### src/rtl/waveform_plotter.sv
// Scrolling oscilloscope trace: turns decimated audio samples into pixel writes
// for a 160x120 frame buffer (erase column, draw joining segment, advance).
module waveform_plotter #(
  parameter int unsigned DECIM        = 1024,
  parameter logic [2:0]  TRACE_COLOUR = 3'b010,
  parameter logic [2:0]  BG_COLOUR    = 3'b000
) (
  input  logic        CLOCK_50,
  input  logic        resetn,
  input  logic        pause,
  input  logic [15:0] sample_in,
  input  logic        sample_valid,
  output logic [7:0]  x,
  output logic [6:0]  y,
  output logic [2:0]  colour,
  output logic        plot,
  output logic        busy,
  output logic [1:0]  dbg_state
);

  typedef enum logic [1:0] {
    IDLE    = 2'd0,
    ERASE   = 2'd1,
    DRAW    = 2'd2,
    ADVANCE = 2'd3
  } state_t;

  localparam logic [15:0] DECIM_LAST = 16'(DECIM - 1);
  localparam logic [6:0]  ROW_LAST   = 7'd119;
  localparam logic [6:0]  ROW_MID    = 7'd60;
  localparam logic [7:0]  COL_LAST   = 8'd159;

  state_t      state;
  logic [7:0]  col;
  logic [6:0]  prev_y;
  logic [6:0]  cur_y;
  logic [15:0] decim_cnt;
  logic [6:0]  mapped_y;
  logic [6:0]  lo_y;
  logic [6:0]  hi_y;
  logic signed [15:0] s_in;

  assign s_in = sample_in;

  // Saturate to [-59,+60] so that 60 - s always lands on a visible row.
  always_comb begin
    mapped_y = ROW_MID;
    if (s_in > 16'sd60)
      mapped_y = 7'd0;
    else if (s_in < -16'sd59)
      mapped_y = ROW_LAST;
    else
      mapped_y = 7'(16'sd60 - s_in);
  end

  always_comb begin
    lo_y = (prev_y < cur_y) ? prev_y : cur_y;
    hi_y = (prev_y < cur_y) ? cur_y : prev_y;
  end

  assign busy      = (state != IDLE);
  assign dbg_state = state;

  // The y output register doubles as the row counter while plotting.
  always_ff @(posedge CLOCK_50 or negedge resetn) begin
    if (!resetn) begin
      state     <= IDLE;
      col       <= 8'd0;
      prev_y    <= ROW_MID;
      cur_y     <= ROW_MID;
      decim_cnt <= 16'd0;
      x         <= 8'd0;
      y         <= 7'd0;
      colour    <= 3'd0;
      plot      <= 1'b0;
    end else begin
      case (state)
        IDLE: begin
          plot <= 1'b0;
          if (sample_valid && !pause) begin
            if (decim_cnt == DECIM_LAST) begin
              decim_cnt <= 16'd0;
              cur_y     <= mapped_y;
              state     <= ERASE;
              plot      <= 1'b1;
              x         <= col;
              y         <= 7'd0;
              colour    <= BG_COLOUR;
            end else begin
              decim_cnt <= decim_cnt + 16'd1;
            end
          end
        end
        ERASE: begin
          if (y == ROW_LAST) begin
            state  <= DRAW;
            y      <= lo_y;
            colour <= TRACE_COLOUR;
          end else begin
            y <= y + 7'd1;
          end
        end
        DRAW: begin
          if (y == hi_y) begin
            state <= ADVANCE;
            plot  <= 1'b0;
          end else begin
            y <= y + 7'd1;
          end
        end
        ADVANCE: begin
          plot   <= 1'b0;
          prev_y <= cur_y;
          col    <= (col == COL_LAST) ? 8'd0 : col + 8'd1;
          state  <= IDLE;
        end
        default: begin
          state <= IDLE;
          plot  <= 1'b0;
        end
      endcase
    end
  end

endmodule

### config.mk
export PLATFORM = sky130hd
export DESIGN_NAME = waveform_plotter
export DESIGN_NICKNAME = d
export VERILOG_FILES = /design/src/rtl/waveform_plotter.sv
export SDC_FILE = /design/constraint.sdc
export NUM_CORES = 1
export LEC_CHECK = 0
export ABC_AREA = 1
export ABC_CLOCK_PERIOD_IN_PS = 2700
export BUFFER_PORTS_ARGS = -buffer_cell sky130_fd_sc_hd__buf_4
export CAP_MARGIN = 10
export CORE_ASPECT_RATIO = 0.8
export CORE_MARGIN = 5
export CORE_UTILIZATION = 39
export CTS_CLUSTER_SIZE = 40
export DETAILED_ROUTE_END_ITERATION = 6
export PLACE_DENSITY = 0.64
export REMOVE_ABC_BUFFERS = 1
export SLEW_MARGIN = 20
export SYNTH_ARGS = -nofsm -noshare
export SYNTH_HDL_FRONTEND = slang
export SYNTH_SLANG_ARGS = --single-unit
### constraint.sdc
create_clock -name CLOCK_50 -period 2.7 [get_ports CLOCK_50]
set_input_delay 0.135 -clock CLOCK_50 [delete_from_list [all_inputs] [get_ports CLOCK_50]]
set_output_delay 0.135 -clock CLOCK_50 [all_outputs]
set_load 0.1 [all_outputs]
==> impl_metrics.py <==
metrics = {
    "routing": {
        "vias_per_cell": 4.939,
        "drc": 0,
        "vias": 3082,
        "dr.first_iter.drc_count": 234,
        "dr.pass1.iters": 4,
        "ant_nets": 0,
        "wl_per_cell_um": 12.76,
        "wl_um": 7962,
    },
    "grt": {
        "grt_max_degree": 58,
        "grt_pass1_vias": 3065,
        "antenna_found_initial": 0,
        "gr-total-overflow": 0,
        "track_usage": 0.1552,
        "grt_pass1_wl_um": 13690,
    },
    "setup_path": {
        "critical-path-slowest-cell": "dfstp_2",
        "crit_path_cell_trace": "inv_1 > ha_1 > nand2_1 > nand2_1 > a21oi_4 > buf_6 > nand3_1 > nand3_1 > nand2_1 > nor2_2 > nand2_2 > o21bai_4 > buf_4 > nand3_1 > nand2_1",
        "crit_buf_inv": 3,
        "r2r-start": "cur_y[4]$_DFFE_PN1P_",
        "cp_top_family": "simple AND/OR/NAND/NOR gates",
        "startpoint_type": "flop",
        "r2r_end": "dbg_state[1]$_DFFE_PN0P_",
        "end_kind": "flop",
        "path_common_cell": "nand2_1",
        "path_depth": 15,
        "path_max_fanout": 6,
        "r2r_cells": 15,
        "path_class": "reg2reg",
        "max_stage_delay_ns": 0.54,
        "required_ns": 2.97,
        "r2r_setup_slack_ns": 0.15,
        "critPathArrivalTime_ns": 2.82,
    },
    "worst_hold_path": {
        "hold_start": "sample_in[0]",
        "whs_endpoint": "cur_y[0]$_DFFE_PN0P_",
        "hold_depth": 3,
        "hp-class": "in2reg",
    },
    "synth": {
        "synth_top_family_by_area": "simple AND/OR/NAND/NOR gates",
        "synth-seq-cells": 57,
        "synthMuxAreaShare": 0,
        "syn-cell-area_um2": 3566,
        "synthAdderAreaFrac": 0.05614,
        "synth-async-reset-ratio": 1.000,
        "synth-edff-count": 0,
        "synth_seq_area_share": 0.4028,
        "synth-main-ff-cell": "dfrtp_1",
        "synth_compound_area_frac": 0.1140,
        "yosysUniqueCellTypes": 42,
        "synth_cells": 456,
        "postSynthAreaPerCell_um2": 7.820,
        "synth_simple_gate_area_share": 0.3039,
        "synth_xor_area_frac": 0.03193,
        "yosysWarnings": 0,
    },
    "power_and_ir_drop": {
        "finalPower_mw": 2.254,
        "power.density_nw_per_um2": 523.3,
        "peakVddDrop_uv": 406.4,
        "leakage_nw": 2.131,
    },
    "timing": {
        "rsz0062_at_grt": "yes",
        "slew_headroom": 0.5128,
        "fmax_ghz": 0.3922,
        "clock_skew_ns": 0.008998,
        "report.final.setup_viol": 0,
        "setup_tns_ns": 0,
        "fin_ws_ns": 0.1502,
        "final-max-slew-violation-count": 0,
        "hold_viol_final": 0,
        "fin_crit_sh": 0.9444,
        "holdWs_ns": 0.07552,
        "worst_pin_slew_ns": 0.7309,
        "fin_crit_ns": 2.550,
    },
    "floorplanning": {
        "rows": 31,
        "ios": 42,
        "die_y_um": 95.53,
        "dieWidth_um": 116.9,
        "start_util": 0.3963,
        "core_um2": 8999,
        "dieArea_um2": 11170,
    },
    "final_layout": {
        "areaGrowthSynthToFinish_pct": 20.81,
        "fin_area_um2": 4308,
        "final_common_cell": "nand2_1",
        "drive_gt1_frac": 0.2083,
        "antennaDiodeCount": 0,
        "layout.nets": 540,
        "layout_common_cells": "nand2_1 (115), inv_1 (58), dfrtp_1 (49)",
    },
    "cts": {
        "numClockSinks": 57,
        "cts_buffer_depth": 2,
        "cts_tree": "done",
        "htree_levels": 3,
        "insertion_delay_ns": 0.33,
        "clk_pin_slew_ns": 0.05,
        "root_buffer": "clkbuf_16",
        "cts_made_buffers": 9,
    },
    "placement": {
        "post-place-ws_ns": 0.1960,
        "portBuffers": 39,
        "place_congestion": 0.8560,
        "place_hpwl_um": 5866,
        "placed_area_um2": 3944,
    },
    "run": {
        "cap_violations": 0,
    },
    "status": {
        "outcome": "finished, final reports clean",
    },
}
kinds of logic (layout without fill, tap and decap cells):
kind of cell,after synthesis,in the layout
buffers and inverters,75,126
AND/OR/NAND/NOR,231,232
AO/OA/AOI/OAI,63,63
adder cells (fa/ha/maj),16,16
other,1,2
flip-flops,57,57
XOR/XNOR,13,13
registers in the layout, summed over array words and instances (netlist names):
signal,flops
col,8
prev_y,7
colour,1
y,7
plot,1
decim_cnt,16
x,8
cur_y,7
dbg_state,2
report_power, final:
part           internal (mW)  switching (mW)  leakage [nW]
Sequential             0.901          0.0371         0.727
Combinational         0.0684           0.122          1.26
Clock                  0.734           0.392         0.142
Total                   1.70           0.551          2.13
worst max-delay path by stage:
stage	startpoint	to	slack, ns
after floorplan	dbg_state[1]$_DFFE_PN0P_	decim_cnt[11]$_DFFE_PN0P_	-0.38
after global placement	cur_y[4]$_DFFE_PN1P_	y[1]$_DFFE_PN0P_	0.27
after detailed placement	cur_y[4]$_DFFE_PN1P_	dbg_state[1]$_DFFE_PN0P_	0.20
after CTS	cur_y[4]$_DFFE_PN1P_	y[6]$_DFFE_PN0P_	0.18
after global routing	cur_y[4]$_DFFE_PN1P_	y[3]$_DFFE_PN0P_	-0.04
final	cur_y[4]$_DFFE_PN1P_	dbg_state[1]$_DFFE_PN0P_	0.15
routing by layer:
metal | share of wire | vias to the layer above | GRT usage
li1 | - | 1584 | -
met3 | 0.058 | 12 | 0.05393
met4 | 0.016 | 0 | 0.06399
met5 | 0 | - | 0
met1 | 0.47 | 1424 | 0.1935
met2 | 0.45 | 62 | 0.2453
per-stage QoR:
stage | utilization | cells
4_1_cts | 0.4725 | 620
3_5_place_dp | 0.4383 | 603
2_1_floorplan | - | 447
3_3_place_gp | 0.4383 | 603
6_report | 0.4787 | 624
5_1_grt | 0.4787 | 624
worst register-to-register path, stage by stage, from the launching register on:
cell and delay (ns):
dfstp_2 0.54, inv_1 0.08, ha_1 0.29, nand2_1 0.06, nand2_1 0.09, a21oi_4 0.34, buf_6 0.16, nand3_1 0.08
nand3_1 0.10, nand2_1 0.08, nor2_2 0.11, nand2_2 0.10, o21bai_4 0.20, buf_4 0.13, nand3_1 0.05, nand2_1 0.08
layout make-up:
type                            instances  area (um2)
Clock buffer                           11       242.7
Clock inverter                          5       55.05
Fill cell                             886        4691
Inverter                               65       244.0
Multi-Input combinational cell        326        1842
Sequential cell                        57        1436
Tap cell                              115       143.9
Timing Repair Buffer                   45       344.1
Yosys cell counts, drive strengths merged, types with 8 or more instances:
| cell type | count | area (um2) |
|---|---|---|
| nor2 | 31 | 156.4 |
| a21oi | 17 | 96.35 |
| nor3 | 13 | 76.33 |
| dfstp | 8 | 210.2 |
| xor2 | 11 | 96.34 |
| buf | 8 | 70.06 |
| nand2 | 124 | 500.5 |
| nand3 | 44 | 225.2 |
| inv | 64 | 240.2 |
| ha | 16 | 200.2 |
| o21ai | 28 | 166.4 |
| dfrtp | 49 | 1226 |
repair_timing:
| action | in CTS | in global routing |
|---|---|---|
| endpoints found under the setup margin | 0 | 10 |
| gates resized for setup | 0 | 5 |
| buffers inserted | 0 | 3 |
| hold buffers | 1 | 0 |
| endpoints found under the hold margin | 49 | 0 |
Power figures use the tool's default switching activity.
